`src/rtl/riscv_lsu_pkg.sv`:
```
// riscv_lsu_pkg: shared FSM state encodings and RV32I funct3 constants.
// Also provides the `XLEN default used by every LSU file.
`ifndef XLEN
`define XLEN 32
`endif

package riscv_lsu_pkg;

  typedef enum logic [1:0] {
    S_IDLE = 2'd0,
    S_BUS  = 2'd1,
    S_RESP = 2'd2
  } lsu_state_t;

  localparam logic [2:0] F3_LB  = 3'b000;
  localparam logic [2:0] F3_LH  = 3'b001;
  localparam logic [2:0] F3_LW  = 3'b010;
  localparam logic [2:0] F3_LBU = 3'b100;
  localparam logic [2:0] F3_LHU = 3'b101;

  localparam logic [2:0] F3_SB  = 3'b000;
  localparam logic [2:0] F3_SH  = 3'b001;
  localparam logic [2:0] F3_SW  = 3'b010;

  function automatic logic f3_legal(input logic [2:0] f3);
    return !((f3 == 3'b011) || (f3 == 3'b110) || (f3 == 3'b111));
  endfunction

endpackage

```
`src/rtl/riscv_lsu_ldext.sv`:
```
// riscv_lsu_ldext: selects the load byte/half from the bus word
// and sign- or zero-extends it according to funct3.
`ifndef XLEN
`define XLEN 32
`endif

module riscv_lsu_ldext
  import riscv_lsu_pkg::*;
(
  input  logic [2:0]        funct3,
  input  logic [1:0]        off,
  input  logic [`XLEN-1:0]  word,
  output logic [`XLEN-1:0]  data
);

  logic [7:0]  b;
  logic [15:0] h;

  // lane select, then extension; halfwords only look at off[1]
  always_comb begin
    b    = word[7:0];
    h    = off[1] ? word[31:16] : word[15:0];
    data = word;
    case (off)
      2'd0: b = word[7:0];
      2'd1: b = word[15:8];
      2'd2: b = word[23:16];
      2'd3: b = word[31:24];
      default: b = word[7:0];
    endcase
    case (funct3)
      F3_LB:   data = {{(`XLEN-8){b[7]}}, b};
      F3_LBU:  data = {{(`XLEN-8){1'b0}}, b};
      F3_LH:   data = {{(`XLEN-16){h[15]}}, h};
      F3_LHU:  data = {{(`XLEN-16){1'b0}}, h};
      default: data = word;
    endcase
  end

endmodule

```
`src/rtl/riscv_lsu.sv`:
```
// riscv_lsu: RV32I load/store unit, one outstanding bus access.
// Define RISCV_LSU_MISALIGN_TRAP_EN to trap misaligned half/word.
`ifndef XLEN
`define XLEN 32
`endif

module riscv_lsu
  import riscv_lsu_pkg::*;
#(
  parameter int unsigned TIMEOUT_CYCLES = 16
) (
  input  logic              i_clk,
  input  logic              i_rst,
  input  logic              i_lsu_req,
  input  logic              i_lsu_wen,
  input  logic [2:0]        i_lsu_funct3,
  input  logic [`XLEN-1:0]  i_lsu_addr,
  input  logic [`XLEN-1:0]  i_lsu_wr_data,
  output logic [`XLEN-1:0]  o_lsu_rd_data,
  output logic              o_lsu_stall,
  output logic              o_lsu_done,
  output logic              o_lsu_err,
  output logic              o_mem_req,
  output logic              o_mem_wen,
  output logic [`XLEN-1:0]  o_mem_addr,
  output logic [3:0]        o_mem_be,
  output logic [`XLEN-1:0]  o_mem_wr_data,
  input  logic              i_mem_ack,
  input  logic [`XLEN-1:0]  i_mem_rd_data
);

  localparam int CW = (TIMEOUT_CYCLES < 2) ? 1 : $clog2(TIMEOUT_CYCLES);

  lsu_state_t       state;
  logic [CW-1:0]    cnt;
  logic [2:0]       f3_q;
  logic [1:0]       off_q;
  logic             legal;
  logic             misalign;
  logic             tmo;
  logic [3:0]       be_n;
  logic [`XLEN-1:0] wd_n;
  logic [`XLEN-1:0] ext;

`ifdef RISCV_LSU_MISALIGN_TRAP_EN
  assign misalign =
    ((i_lsu_funct3[1:0] == 2'b01) && i_lsu_addr[0]) ||
    ((i_lsu_funct3[1:0] == 2'b10) && (i_lsu_addr[1:0] != 2'b00));
`else
  assign misalign = 1'b0;
`endif

  assign legal = f3_legal(i_lsu_funct3) && !misalign;

  assign tmo = (TIMEOUT_CYCLES != 0) &&
               (cnt == CW'(TIMEOUT_CYCLES - 1));

  assign o_lsu_stall = (state == S_BUS) ||
                       ((state == S_IDLE) && i_lsu_req);

  // store byte enables and lane replication; loads use the full word
  always_comb begin
    be_n = 4'b1111;
    wd_n = i_lsu_wr_data;
    if (i_lsu_wen) begin
      case (i_lsu_funct3)
        F3_SB: begin
          be_n = 4'b0001 << i_lsu_addr[1:0];
          wd_n = {(`XLEN/8){i_lsu_wr_data[7:0]}};
        end
        F3_SH: begin
          be_n = i_lsu_addr[1] ? 4'b1100 : 4'b0011;
          wd_n = {(`XLEN/16){i_lsu_wr_data[15:0]}};
        end
        default: begin
          be_n = 4'b1111;
          wd_n = i_lsu_wr_data;
        end
      endcase
    end
  end

  riscv_lsu_ldext u_ldext (
    .funct3 (f3_q),
    .off    (off_q),
    .word   (i_mem_rd_data),
    .data   (ext)
  );

  // access FSM with registered bus and completion outputs
  always_ff @(posedge i_clk) begin
    if (i_rst) begin
      state         <= S_IDLE;
      cnt           <= '0;
      f3_q          <= '0;
      off_q         <= '0;
      o_mem_req     <= 1'b0;
      o_mem_wen     <= 1'b0;
      o_mem_addr    <= '0;
      o_mem_be      <= '0;
      o_mem_wr_data <= '0;
      o_lsu_rd_data <= '0;
      o_lsu_done    <= 1'b0;
      o_lsu_err     <= 1'b0;
    end else begin
      o_lsu_done <= 1'b0;
      o_lsu_err  <= 1'b0;
      case (state)
        S_IDLE: begin
          if (i_lsu_req) begin
            if (legal) begin
              state         <= S_BUS;
              cnt           <= '0;
              f3_q          <= i_lsu_funct3;
              off_q         <= i_lsu_addr[1:0];
              o_mem_req     <= 1'b1;
              o_mem_wen     <= i_lsu_wen;
              o_mem_addr    <= {i_lsu_addr[`XLEN-1:2], 2'b00};
              o_mem_be      <= be_n;
              o_mem_wr_data <= wd_n;
            end else begin
              state      <= S_RESP;
              o_lsu_done <= 1'b1;
              o_lsu_err  <= 1'b1;
            end
          end
        end
        S_BUS: begin
          if (i_mem_ack) begin
            state      <= S_RESP;
            o_mem_req  <= 1'b0;
            o_lsu_done <= 1'b1;
            if (!o_mem_wen) o_lsu_rd_data <= ext;
          end else if (tmo) begin
            state      <= S_RESP;
            o_mem_req  <= 1'b0;
            o_lsu_done <= 1'b1;
            o_lsu_err  <= 1'b1;
          end else if (TIMEOUT_CYCLES != 0) begin
            cnt <= cnt + CW'(1);
          end
        end
        S_RESP: begin
          state <= S_IDLE;
        end
        default: begin
          state     <= S_IDLE;
          o_mem_req <= 1'b0;
        end
      endcase
    end
  end

endmodule

```
`config.mk`:
```
export PLATFORM = sky130hd
export DESIGN_NAME = riscv_lsu
export DESIGN_NICKNAME = d
export VERILOG_FILES = /design/src/rtl/riscv_lsu_pkg.sv /design/src/rtl/riscv_lsu_ldext.sv /design/src/rtl/riscv_lsu.sv
export SDC_FILE = /design/constraint.sdc
export NUM_CORES = 1
export LEC_CHECK = 0
export ABC_AREA = 0
export CORE_AREA = 2 2 171 106
export CTS_BUF_LIST = sky130_fd_sc_hd__clkbuf_2
export CTS_CLUSTER_DIAMETER = 40
export DETAILED_ROUTE_END_ITERATION = 6
export DIE_AREA = 0 0 173 108
export PLACE_DENSITY = 0.66
export SETUP_SLACK_MARGIN = 0.3
export SYNTH_ARGS = -nofsm -noshare
export SYNTH_HDL_FRONTEND = slang
export SYNTH_SLANG_ARGS = --single-unit
```
`constraint.sdc`:
```
create_clock -name i_clk -period 1.6 [get_ports i_clk]
set_clock_uncertainty 0.2 [all_clocks]
set_input_delay 0.32 -clock i_clk [delete_from_list [all_inputs] [get_ports i_clk]]
set_output_delay 0.32 -clock i_clk [all_outputs]
set_load 0.05 [all_outputs]
```
==> results.json <==
{
  "drc": 0,
  "postSynthCellCount": 587,
  "grt_pass1_wl_um": 33900,
  "r2r_setup_slack_ns": -0.35,
  "numCtsBuffers": 17,
  "clk_pin_slew_ns": 0.19,
  "antenna_found_initial": 0,
  "r2r-start": "state[0]",
  "grt_use_total_pct": 23.5,
  "drtAntennaViolNets": 0,
  "synthFlopType": "dfxtp_1",
  "maxCapViolCount": 0,
  "synth-warning-count": 0,
  "start_util_pct": 29.8,
  "cts.sinks": 113,
  "clock.fmax_mhz": 514,
  "cp_max_fo": 7,
  "diodes": 0,
  "io_pins": 209,
  "crit_path_end_kind": "register",
  "grt_max_degree": 39,
  "fin_crit_sh_pct": 122,
  "core_um2": 16900,
  "async_reset_ff_share_pct": 0,
  "setup_viol": 214,
  "layout_commonest_cell": "buf_4",
  "outcome": "complete, but fails checks",
  "wl_per_cell_um": 19.4,
  "drive_gt1_share_pct": 65.9,
  "wl_um": 23900,
  "fin_nets": 1091,
  "ys_ff_latch": 113,
  "viasPerCell": 4.93,
  "die_w_um": 173,
  "ir_drop_v": 0.000382,
  "r2r_cells": 7,
  "power-per-cell-area_nw_per_um2": 683,
  "synth_edf_count": 0,
  "grt_setup_unrepaired": "yes",
  "p_leak_uw": 0.00481,
  "yosysSeqAreaShare_pct": 44.7,
  "finalMaxSlewViolations": 0,
  "h-tree-depth": 4,
  "hp-class": "in2reg",
  "cts_tree": "built",
  "violations": "negative setup slack",
  "io_buffers": 206,
  "synth_area_leader_cell": "dfxtp_1",
  "first_iter_violations": 366,
  "startpoint": "state[0]",
  "clk_latency_ns": 0.63,
  "cts-root-buf": "clkbuf_2",
  "tightest_slew_ns": 0.782,
  "hold_path_startpoint": "i_mem_rd_data[20]",
  "rows": 37,
  "gp_congestion": 0.848,
  "cp-start-kind": "register",
  "rr_endpoint": "o_mem_addr[10]",
  "fin_ws_ns": -0.347,
  "die_h_um": 108,
  "layout_common_cells": "127 x buf_4, 120 x buf_12, 102 x clkdlybuf4s50_1, 69 x dfxtp_4, 64 x nand2_4",
  "fin_crit_ns": 1.95,
  "vias": 6065,
  "power_uw": 8350,
  "holdPathEnd": "o_lsu_rd_data[20]",
  "clock_path_buffers": 2,
  "cp.arrival_ns": 2.30,
  "slew_headroom_pct": 47.3,
  "crit_required_ns": 1.95,
  "timing_hold_violations_final": 0,
  "critical_path_class": "reg2reg",
  "synth_area_um2": 5060,
  "syn_area_per_cell_um2": 8.61,
  "ys_types": 50,
  "first_global_vias": 5974,
  "syn2layout_area_growth_pct": 142,
  "grt-ovfl-total": 0,
  "dr.pass1.iters": 5,
  "hold_depth": 3,
  "whs_ns": 0.0969,
  "hpwl_um": 13300,
  "dieArea_um2": 18700,
  "synth.top_cell.area_share_pct": 44.7,
  "synth_area_leaders": "dfxtp_1 45%, nand2_1 10%, a21oi_1 6.2%"
}
per-layer routing:
layer / routed length [µm] / vias up / global-route usage, %
met5: 0 / - / 0
met4: 280 / 0 / 4.36
met3: 1710 / 29 / 7.91
met2: 10800 / 217 / 35.3
met1: 11000 / 2955 / 32.8
li1: - / 2864 / -
worst max-delay path: stages, from the launching register on:
cell and delay (ns):
dfxtp_2 0.36, or3b_4 0.43, buf_6 0.15, nand2b_4 0.25
buf_12 0.22, buf_16 0.14, nand2_4 0.06, a21oi_2 0.04
logic make-up (layout without fill, tap and decap cells):
kind of cell / Yosys count / in the layout / synth area share (%)
other cells: 1 / 2 / 0.0742
flops: 113 / 113 / 44.7
fa+ha+maj: 1 / 1 / 0.247
buf+inv: 53 / 461 / 7.45
mux: 25 / 25 / 5.20
xor+xnor: 3 / 3 / 0.520
simple gates: 226 / 227 / 18.9
compound gates: 165 / 165 / 22.9
how the worst max path moves through the flow:
stage                     slack [ns]  depth (start not counted)           endpoint
after global placement         -0.56                          6  o_mem_wr_data[31]
after detailed placement       -0.64                          6        o_mem_be[2]
after floorplan                -0.06                          4  o_lsu_rd_data[10]
after global routing           -0.45                          4        o_lsu_stall
after CTS                      -0.37                          4        o_lsu_stall
final                          -0.35                          7     o_mem_addr[10]
area by class of cell:
type,instances,area [µm²]
Multi-Input combinational cell,423,3640
Clock buffer,17,85.1
Clock inverter,13,97.6
Sequential cell,113,2570
Timing Repair Buffer,427,5530
Inverter,4,18.8
Fill cell,1148,4710
Tap cell,234,293
what timing repair did:
item | in CTS | in global routing
setup endpoints to repair | 216 | 216
hold buffers | 32 | 1
hold endpoints to repair | 69 | 1
gates cloned | 18 | 2
setup buffers | 38 | 58
pin swaps | 114 | 61
gates resized for setup | 354 | 154
Yosys cell counts, types with 3 or more instances:
master,instances
nand2_1,136
dfxtp_1,113
a21oi_1,63
nor2_1,56
a211oi_1,25
mux2i_1,24
o211ai_1,20
buf_2,17
o21ai_0,12
a211oi_2,10
a22oi_1,10
clkbuf_1,10
clkbuf_8,10
a22o_1,8
nor3_1,8
buf_4,7
nor2b_1,5
buf_6,4
nand2b_1,4
nand3_1,4
nor3b_1,4
a221oi_1,3
a311oi_1,3
inv_1,3
xor2_1,3
power by group:
part / total (µW) / internal (µW) / switching (µW) / leakage [µW]
clock network: 1700 / 514 / 1180 / 0.000113
logic: 3490 / 1830 / 1670 / 0.00371
registers: 3160 / 2960 / 208 / 0.000990
sequential cells by signal, indices dropped and copies added (netlist names):
signal and count:
o_lsu_done 1, state 2, o_mem_wr_data 32, o_mem_be 4, cnt 4, f3_q 3, o_lsu_err 1, o_mem_req 1
o_mem_addr 30, o_mem_wen 1, off_q 2, o_lsu_rd_data 32
metrics by stage:
stage	TNS (ns)	cells	setup WS, ns	instance area, µm²	utilization, %
floorplan	-3.43	588	-0.0632	5250	-
global placement	-55.02	1052	-0.562	8880	52.4
detailed placement	-60.01	1052	-0.639	8880	52.4
CTS	-41.05	1170	-0.367	11200	65.9
global route	-56.25	1231	-0.452	12200	72.2
finish	-38.06	1231	-0.347	12200	72.2
(Power assumes the default switching activity.)
